$ cat src/rtl/mem_port_arbiter.sv
// Memory port arbiter: shares the single unified memory port between the
// fetch stage and the load/store queue, one access at a time.
//
// state | meaning
// ------+-----------------------------------------------------------
// IDLE  | no access in flight; arbitrate and grant one requester
// ISSUE | drive the one-cycle memory strobe from the latched request
// WAIT  | count down the memory latency, capture read data at the end
// RESP  | pulse the owner's rvalid with the captured data
module mem_port_arbiter #(
    parameter int MEM_LAT    = 2,
    parameter int STARVE_MAX = 3
) (
    input  logic        clk,
    input  logic        rst_n,
    input  logic        if_req,
    input  logic [31:0] if_addr,
    output logic        if_gnt,
    output logic        if_rvalid,
    output logic [31:0] if_rdata,
    input  logic        ls_req,
    input  logic        ls_rw,
    input  logic [31:0] ls_addr,
    input  logic [31:0] ls_wdata,
    input  logic [3:0]  ls_id,
    output logic        ls_gnt,
    output logic        ls_rvalid,
    output logic [31:0] ls_rdata,
    output logic [3:0]  ls_id_out,
    output logic        stall_out,
    output logic        mem_en,
    output logic        mem_rw,
    output logic [31:0] mem_addr,
    output logic [31:0] mem_wdata,
    input  logic [31:0] mem_rdata
);

    localparam logic [1:0] S_IDLE  = 2'd0;
    localparam logic [1:0] S_ISSUE = 2'd1;
    localparam logic [1:0] S_WAIT  = 2'd2;
    localparam logic [1:0] S_RESP  = 2'd3;

    localparam logic [3:0] LAT_W    = 4'(MEM_LAT);
    localparam logic [3:0] STARVE_W = 4'(STARVE_MAX);

    logic [1:0]  state_q;
    logic        owner_ls_q;
    logic        rw_q;
    logic [31:0] addr_q;
    logic [31:0] wdata_q;
    logic [3:0]  id_q;
    logic [3:0]  wait_cnt_q;
    logic [3:0]  starve_cnt_q;
    logic [31:0] if_rdata_q;
    logic [31:0] ls_rdata_q;
    logic [3:0]  ls_id_out_q;

    logic idle;
    logic grant_ls;
    logic grant_if;
    logic wait_done;

    // Arbitration: LS wins unless fetch has been starved for STARVE_MAX grants.
    always_comb begin
        idle      = (state_q == S_IDLE);
        grant_ls  = idle & ls_req & (~if_req | (starve_cnt_q != STARVE_W));
        grant_if  = idle & if_req & ~grant_ls;
        // The counter is loaded at grant so it reads 1 in the last WAIT cycle.
        wait_done = (wait_cnt_q <= 4'd1);
    end

    // Sequencer state, latency counter and latched request.
    always_ff @(posedge clk or negedge rst_n) begin
        if (!rst_n) begin
            state_q    <= S_IDLE;
            owner_ls_q <= 1'b0;
            rw_q       <= 1'b0;
            addr_q     <= '0;
            wdata_q    <= '0;
            id_q       <= '0;
            wait_cnt_q <= '0;
        end else begin
            case (state_q)
                S_IDLE: begin
                    if (grant_ls | grant_if) begin
                        state_q    <= S_ISSUE;
                        owner_ls_q <= grant_ls;
                        rw_q       <= grant_ls & ls_rw;
                        addr_q     <= grant_ls ? ls_addr : if_addr;
                        wdata_q    <= grant_ls ? ls_wdata : 32'd0;
                        id_q       <= grant_ls ? ls_id : 4'd0;
                        wait_cnt_q <= LAT_W;
                    end
                end
                S_ISSUE: begin
                    state_q    <= S_WAIT;
                    wait_cnt_q <= wait_cnt_q - 4'd1;
                end
                S_WAIT: begin
                    if (wait_done) begin
                        state_q <= S_RESP;
                    end else begin
                        wait_cnt_q <= wait_cnt_q - 4'd1;
                    end
                end
                default: state_q <= S_IDLE;
            endcase
        end
    end

    // Response registers: captured at the end of WAIT, held otherwise.
    always_ff @(posedge clk or negedge rst_n) begin
        if (!rst_n) begin
            if_rdata_q  <= '0;
            ls_rdata_q  <= '0;
            ls_id_out_q <= '0;
        end else if ((state_q == S_WAIT) && wait_done) begin
            if (owner_ls_q) begin
                ls_rdata_q  <= rw_q ? 32'd0 : mem_rdata;
                ls_id_out_q <= id_q;
            end else begin
                if_rdata_q <= mem_rdata;
            end
        end
    end

    // Starvation counter: LS grants while fetch waits, cleared by a fetch grant.
    always_ff @(posedge clk or negedge rst_n) begin
        if (!rst_n) begin
            starve_cnt_q <= '0;
        end else if (grant_if) begin
            starve_cnt_q <= '0;
        end else if (grant_ls && if_req && (starve_cnt_q != STARVE_W)) begin
            starve_cnt_q <= starve_cnt_q + 4'd1;
        end
    end

    // Output decode; memory fields are zeroed outside the strobe cycle.
    always_comb begin
        if_gnt    = grant_if;
        ls_gnt    = grant_ls;
        stall_out = ls_req & ~grant_ls;
        mem_en    = (state_q == S_ISSUE);
        mem_rw    = mem_en & rw_q;
        mem_addr  = mem_en ? addr_q : 32'd0;
        mem_wdata = mem_en ? wdata_q : 32'd0;
        if_rvalid = (state_q == S_RESP) & ~owner_ls_q;
        ls_rvalid = (state_q == S_RESP) & owner_ls_q;
        if_rdata  = if_rdata_q;
        ls_rdata  = ls_rdata_q;
        ls_id_out = ls_id_out_q;
    end

endmodule

$ cat config.mk
export PLATFORM = sky130hd
export DESIGN_NAME = mem_port_arbiter
export DESIGN_NICKNAME = d
export VERILOG_FILES = /design/src/rtl/mem_port_arbiter.sv
export SDC_FILE = /design/constraint.sdc
export NUM_CORES = 1
export LEC_CHECK = 0
export ABC_AREA = 1
export CELL_PAD_IN_SITES_DETAIL_PLACEMENT = 0
export CELL_PAD_IN_SITES_GLOBAL_PLACEMENT = 1
export CORE_AREA = 2 2 164 166
export CTS_BUF_LIST = sky130_fd_sc_hd__clkbuf_4 sky130_fd_sc_hd__clkbuf_8 sky130_fd_sc_hd__clkbuf_16
export DETAILED_ROUTE_END_ITERATION = 6
export DIE_AREA = 0 0 166 168
export GPL_TIMING_DRIVEN = 1
export PLACE_DENSITY = 0.85
export SLEW_MARGIN = 30
export SYNTH_ARGS = -nofsm -noshare
export SYNTH_HDL_FRONTEND = slang
export SYNTH_SLANG_ARGS = --single-unit
$ cat constraint.sdc
create_clock -name clk -period 1.4 [get_ports clk]
set_input_delay 0.21 -clock clk [delete_from_list [all_inputs] [get_ports clk]]
set_output_delay 0.21 -clock clk [all_outputs]
set_load 0.05 [all_outputs]
---- After elaboration in Yosys (flattened, before gate mapping) ----
Cells that the tools add are included.
W data, S select, Z words.
word-level totals
  memories kept ........................... 0
  RAM bits ................................ 0
  bits in read-only memories .............. 0
  logic and storage cells ................. 60
  input bits .............................. 137
  bits in latches ......................... 0
  output and inout bits ................... 139
  bits in registers ....................... 148
cells by class
  $mul .................................... 0
  shift operators ......................... 0
  reductions and logical operators ........ 11
  magnitude comparators ................... 1
  eq/ne operators ......................... 7
  bitwise logic cells ..................... 14
  $add $sub $neg .......................... 2
  div/mod/pow operators ................... 0
  muxes and demuxes ....................... 14
operator list
  operator               count
  $mux W32               5
  $mux W4                5
  $pmux W4 S3            1
  $and A1 B1 Y1          9
  $reduce_and A2 Y1      4
  $pmux W2 S3            1
  $add A4 B1 Y4 const B  1
  $eq A2 B2 Y1 const B   2
  $le A4 B1 Y1 const B   1
  $mux W2                2
  $ne A2 B2 Y1 const B   2
  $ne A4 B2 Y1 const B   1
  $sub A4 B1 Y4 const B  1
  $logic_and A1 B1 Y1    3
  $not A1 Y1             3
  $reduce_and A3 Y1      1
  $reduce_bool A3 Y1     1
  $eq A2 B1 Y1 const B   1
  $logic_not A2 Y1       1
  $ne A2 B1 Y1 const B   1
  $or A1 B1 Y1           2
  $reduce_bool A2 Y1     1

---- Logic depth before layout (Yosys ltp) ----
Gate-level depths: netlist of run 1.
  depth in word-level cells ............... 8
  depth in mapped cells ................... 9
  mapped depth without buffers ............ 9

---- Worst setup path after synthesis of run 1 ----
No wires, ideal clock.
  path type ............................... reg-to-output
  from .................................... reg state_q[0]
  to ...................................... out stall_out
  arrival time ............................ 1.902 ns
  setup slack ............................. -0.712 ns
  stages on the path, launching flop included .. 9
  buffers on the path ..................... 1
  cells stage by stage .................... dfrtp_1 -> inv_1 -> ha_1 -> nand2_2 -> inv_2 -> nand2_2 -> inv_4 -> buf_4 -> nor2_1
between the ends
  cells in the longest elaborated chain, start to end .. 5
RTL lines
  element                      line  text
  start, declared              46    logic [1:0] state_q;
  start signal, assigned       75    state_q <= S_IDLE;
  start signal, assigned       86    state_q <= S_ISSUE;
  start signal, assigned       96    state_q <= S_WAIT;
  $logic_not A2 Y1             65    idle = (state_q == S_IDLE);
  $and A1 B1 Y1 (2 in series)  66    grant_ls = idle & ls_req & (~if_req | (starve_cnt_q != STARVE_W));
  named net ls_gnt             26    output logic ls_gnt,
  $not A1 Y1                   142   stall_out = ls_req & ~grant_ls;
  $and A1 B1 Y1                142
  end, declared                30    output logic stall_out,
The timed path passes the listed nets, and every way through them passes these cells.

---- Worst setup path in the final report of run 1 ----
  from .................................... reg state_q[0]
  to ...................................... out mem_wdata[31]
between the ends
  cells in the longest elaborated chain, start to end .. 2
RTL lines
  element        line  text
  $eq A2 B1 Y1   143   mem_en = (state_q == S_ISSUE);
  $mux W32       146   mem_wdata = mem_en ? wdata_q : 32'd0;
  end, declared  34    output logic [31:0] mem_wdata,
Every way passes these cells.

==> results of run 1 <==
[sequential cells by signal (all words and copies together) (netlist names)]
register      cells
wdata_q          32
owner_ls_q        1
id_q              4
addr_q           32
rw_q              1
if_rdata         32
wait_cnt_q        4
ls_id_out         4
ls_rdata         32
state_q           2
starve_cnt_q      4
[layer usage]
| metal | wire length [um] | up-vias |
|---|---|---|
| met5 | 0 | - |
| met2 | 15400 | 298 |
| met4 | 1020 | 0 |
| li1 | - | 3663 |
| met1 | 12100 | 3798 |
| met3 | 1670 | 63 |
[cell families after synthesis]
logic type	count (synthesis)
xor gates and xnor gates	3
DFF	148
adders and majority gates	7
AOI/OAI and AO/OA	75
buffers and inverters	200
and+or+nand+nor	515
[what timing repair did]
action | CTS | global route
endpoints found under the setup margin | 217 | 219
gates resized for setup | 260 | 193
hold buffers | 1 | 0
pin swaps | 14 | 31
endpoints found under the hold margin | 148 | 0
cloned | 24 | 13
setup buffers | 34 | 11
[through the flow]
step	utilization, %	power (mW)	setup TNS (ns)
global placement	46.8	27.6	-18.00
floorplan	-	18.0	-12.19
CTS	55.7	36.8	-68.35
global route	59.1	40.6	-85.10
finish	59.1	38.8	-71.08
detailed placement	46.8	27.9	-23.39
[power breakdown]
part | internal [mW] | total [mW] | switching [mW]
clock | 2.34 | 4.38 | 2.04
sequential | 6.28 | 8.64 | 2.36
combinational | 12.3 | 25.8 | 13.5
[synthesized netlist by cell type (all sizes together)]
master	n	area (um^2)
nand3	139	708
xor2	2	17.5
dfrtp	148	3700
ha	7	87.6
o21ai	75	375
xnor2	1	8.76
nand3b	1	7.51
nand2	363	1370
buf	32	205
nand4	1	21.3
clkbuf	26	97.6
inv	142	536
nor2	11	58.8
[area by class of cell]
cell class | count | area, um^2 | share of cell area (%)
Tap cell | 341 | 427 | 2.74
Inverter | 142 | 792 | 5.08
Clock buffer | 18 | 433 | 2.78
Multi-Input combinational cell | 600 | 3850 | 24.7
Timing Repair Buffer | 399 | 6260 | 40.2
Sequential cell | 148 | 3700 | 23.8
Clock inverter | 14 | 119 | 0.763
Antenna cell | 1 | 2.50 | 0.0161
[how the worst max path moves through the flow]
stage,depth (start not counted),to,slack [ns]
after detailed placement,6,if_rdata[30],-0.20
after floorplan,8,stall_out,-0.20
after global routing,9,if_gnt,-0.57
after global placement,6,addr_q[31],-0.15
final,6,mem_wdata[31],-0.51
after CTS,6,mem_wdata[21],-0.52
[cells in the final DEF, fill, tap and decap left out, drive strengths merged, types with 2 or more instances in the layout]
cell	count
xor2	2
clkdlybuf4s50	135
inv	83
clkinvlp	69
nor2	11
clkbuf	30
ha	7
clkinv	4
o21ai	75
nand2	363
bufbuf	2
nand3	139
dfrtp	148
buf	249
==> metrics, run 1 <==
Netlist cell types=23; Site Rows=60; RSZ-0062 raised after global routing=yes; Worst-Margin Slew=0.343 ns; max-slew violations=0; Via Count=7822; critical path, cell by cell=ha_4, buf_12, buf_12, nand2_4, clkinvlp_4, buf_12; Worst R2R Path Depth=11; fin crit period=1.91 ns; Die ar.=27900 um^2; clk buf depth=2; Syn Area/Cell=7.59 um^2; Worst setup startpoint=state_q[0]; sequential area share after synthesis=51.5%; failing checks=setup timing; Buf+Inv Stages, Crit Path=4; vias in the first global route=7634; Adder-Cell Fraction of Synth Area=1.22%; Post-DP Area=12300 um^2; placed insts=1556; hold crit path type=input pin to async pin; critical path type=register to output pin; GPL Wtd Cong=0.799; Crit path required time=1.19 ns; Slowest-stage cell, CP=dfrtp_1; layout cells sized above 1=44.4%; die height=168 um; Leak=7.53 nW; largest net degree at the start of global routing=48; Synth Register Bits=148; total CTS buffers=17; worst IR drop on VDD=1.74 mV; GR Util met2=33.6%; Top Usage Layer GRT=met2; slowest stage delay, CP=0.43 ns; Mapped Cells=948; initial antenna violation count=1; reg2reg setup slack=-0.45 ns; Clk pin slew, worst setup/hold paths=0.07 ns; Most common cell on crit path=buf_12; power per cell area=2490 nW/um^2; WL final=30.2 mm; Initial Utilization=27.3%; largest family of logic cells by synthesized area=simple AND/OR/NAND/NOR gates; Detailed Route Iter0 Violations=518; Final Hold Fails=0; Placement Setup Slack=-0.200 ns; Core ar.=26400 um^2; maxcap violations=0; number of remaining DRC errors=0; first-pass GRT wire length=43.7 mm; syn_nets=1092; Finished Layout Cells=1663; hold_ws=0.235 ns; Die W=166 um; compound-gate portion of the synthesized area=5.22%; peak fanout along the critical path=6; Post-Synth Simple-Gate Area=30.1%; warnings from Yosys=0; post-DR wirelength/cell=18.2 um; htree depth=4; Final setup viols=219; post-synthesis mux area share=0%; DP Wirelength=17.5 mm; Synth Cell Area=7200 um^2; Vias/cell=4.70; number of routed nets with antenna violations=0; grt ovf=0; CTS sink cnt=148; total iterations of the first detailed-routing run=5; Max Freq=523 MHz; area grow syn2layout=117%; nets@finish=1452; crit path DAT=1.70 ns; Final WS setup=-0.514 ns; Clk Tree Root Cell=clkbuf_16; met3 Use GR=3.90%; CTS tree=yes; I/O Pins=276; CP Capture Type=output pin; Startpoint Class=register; GRT Total Usage=20.0%; CP delay by family, top=buffers and inverters; met1 Use GR=25.3%; port buffer count=275; r2r startpoint=state_q[0]; Tcrit/Tclk final=137%; clk_lat worst skew=0.42 ns; status=finished, violations left; final instance area=15600 um^2; Worst R2R End=ls_rdata[19]; Slew HR=77.2%; xor and xnor area share after synthesis=0.365%; fillers=2090; Worst Clk Skew=0.0138 ns
No activity file was read; power rests on OpenSTA's default activity.
==> run 2: changes to the inputs <==
Settings changed: CORE_AREA 2 2 164 166 to 2 2 151 153, DIE_AREA 0 0 166 168 to 0 0 153 155, PLACE_DENSITY 0.85 to 0.93, TNS_END_PERCENT set to 5.
Clock period 1.4 ns to 2.42 ns, I/O delays scaled along.
==> metrics, run 2 (synthesis gave the netlist of run 1 again) <==
Worst R2R End=wait_cnt_q[3]; initial antenna violation count=0 (-1); status=finished, final reports clean; worst IR drop on VDD=0.506 mV (-71%); nets@finish=1350 (-7.0%); Tcrit/Tclk final=95.0%; post-DR wirelength/cell=14.7 um (-19%); crit path DAT=1.94 ns (+0.24 ns); Worst-Margin Slew=0.756 ns (+0.413 ns); Worst Clk Skew=0.00870 ns (-0.00506 ns); CP Capture Type=output pin; Die W=153 um (-7.8%); Post-CTS Setup Bufs=0 (-100%); Core ar.=22200 um^2 (-16%); CP delay by family, top=buffers and inverters; FF+latch area=3700 um^2 (unchanged); largest net degree at the start of global routing=68 (+42%); commonest cells after routing, fill and taps aside=nand2_1, clkdlybuf4s50_1, dfrtp_1; port buffer count=275 (unchanged); Site Rows=55 (-8.3%); peak fanout along the critical path=19 (+13); CTS sink cnt=148 (unchanged); Detailed Route Iter0 Violations=414 (-20%); hold crit path type=input pin to async pin; Slowest-stage cell, CP=dfrtp_1; power per cell area=1410 nW/um^2 (-43%); layout cells sized above 1=11.4% (-33 points); critical path, cell by cell=inv_1, ha_2, nand2_2, inv_2, nand2_2, inv_4, buf_4, buf_12; r2r startpoint=wait_cnt_q[0]; Inserted Diodes=0 (-1); Via Count=7052 (-9.8%); Die ar.=23700 um^2 (-15%); htree depth=4 (unchanged); Clk Tree Root Cell=clkbuf_16; clk_lat worst skew=0.42 ns (about the same); number of remaining DRC errors=0 (unchanged); Final WS setup=0.121 ns (+0.635 ns); maxcap violations=0 (unchanged); area grow syn2layout=59.7%; Tot Pwr=16.2 mW (-58%); fillers=2078 (-0.57%); commonest non-fill, non-tap cell in the layout=nand2_1; GPL Wtd Cong=0.816 (+2.2%); final setup TNS=0 ns (+71.08 ns); max-slew violations=0 (unchanged); CTS tree=yes; critical path type=register to output pin; Multi-input gate area=2660 um^2 (-31%); Clk pin slew, worst setup/hold paths=0.07 ns (about the same); Startpoint Class=register; GRT Total Usage=19.3% (-0.72 points); first-pass GRT wire length=36.7 mm (-16%); CP Depth=8 (+2); Most common cell on crit path=nand2_2; Final Hold Fails=0 (unchanged); number of routed nets with antenna violations=0 (unchanged); total CTS buffers=17 (unchanged); Worst R2R Path Depth=9 (-2); Vias/cell=4.69 (-0.31%); grt ovf=0 (unchanged); fin crit period=2.30 ns; total iterations of the first detailed-routing run=5 (unchanged); I/O Pins=276 (unchanged); slowest stage delay, CP=0.41 ns (-0.02 ns); Crit path required time=2.06 ns (+0.87 ns); reg2reg setup slack=0.51 ns (+0.96 ns); DP Wirelength=15.8 mm (-10%); vias in the first global route=6900 (-9.6%); Placement Setup Slack=0.456 ns (+0.656 ns); die height=155 um (-7.7%); Initial Utilization=32.4% (+5.1 points); WL final=22.2 mm (-27%); RSZ-0062 raised after global routing=no; Leak=6.03 nW (-20%); clk buf depth=2 (unchanged); Buf+Inv Stages, Crit Path=5 (+1); Slew HR=49.6% (-28 points); Final setup viols=0 (-100%); Max Freq=435 MHz
[run 2: worst max-delay path by stage]
stage | slack [ns] | from | endpoint
2_1_floorplan | 0.15 | state_q[0] | stall_out
3_3_place_gp | 0.45 | ls_req | ls_gnt
3_5_place_dp | 0.46 | ls_req | ls_gnt
4_1_cts | 0.04 | state_q[0] | ls_gnt
5_1_grt | 0.02 | state_q[0] | ls_gnt
6_report | 0.12 | state_q[0] | ls_gnt
[run 2: per-layer routing]
| layer | global-route usage, % | vias up | share of wire (%) |
|---|---|---|---|
| li1 | - | 3419 | - |
| met1 | 24.3 | 3300 | 42 |
| met2 | 32.0 | 310 | 47 |
| met3 | 6.13 | 23 | 9.1 |
| met4 | 5.20 | 0 | 1.4 |
| met5 | 0 | - | 0 |
[run 2: repair_timing]
action                                  in CTS  in global routing
hold buffers                                 1                  0
endpoints found under the setup margin       0                  1
gates resized for setup                      0                  1
hold endpoints to repair                    44                  0
[run 2: cell type report]
class                           count  share of cell area [%]
Inverter                          142                    4.66
Sequential cell                   148                    32.2
Clock inverter                     14                    1.01
Timing Repair Buffer              297                    32.0
Tap cell                          285                    3.10
Clock buffer                       18                    3.82
Multi-Input combinational cell    600                    23.2
[run 2: worst reg2reg max path: cells and delay by family, from the launching register on]
family | cells | cell delay, ns
DFF | 1 | 0.37
and+or+nand+nor | 4 | 0.65
buffers and inverters | 3 | 0.46
AOI/OAI and AO/OA | 1 | 0.08
adders and majority gates | 1 | 0.22
[run 2: power by group]
group | internal (mW) | switching, mW | total, mW
clock | 1.37 | 1.16 | 2.53
sequential | 3.63 | 0.659 | 4.29
combinational | 3.38 | 5.99 | 9.37
[run 2: through the flow]
stage          area [um^2]  std cells  hold WS, ns  util [%]
2_1_floorplan         7200        948       0.0674         -
3_3_place_gp         10900       1471        0.343      49.2
3_5_place_dp         10900       1471        0.337      49.2
4_1_cts              11500       1504        0.448      51.7
5_1_grt              11500       1504        0.464      51.7
6_report             11500       1504        0.456      51.7
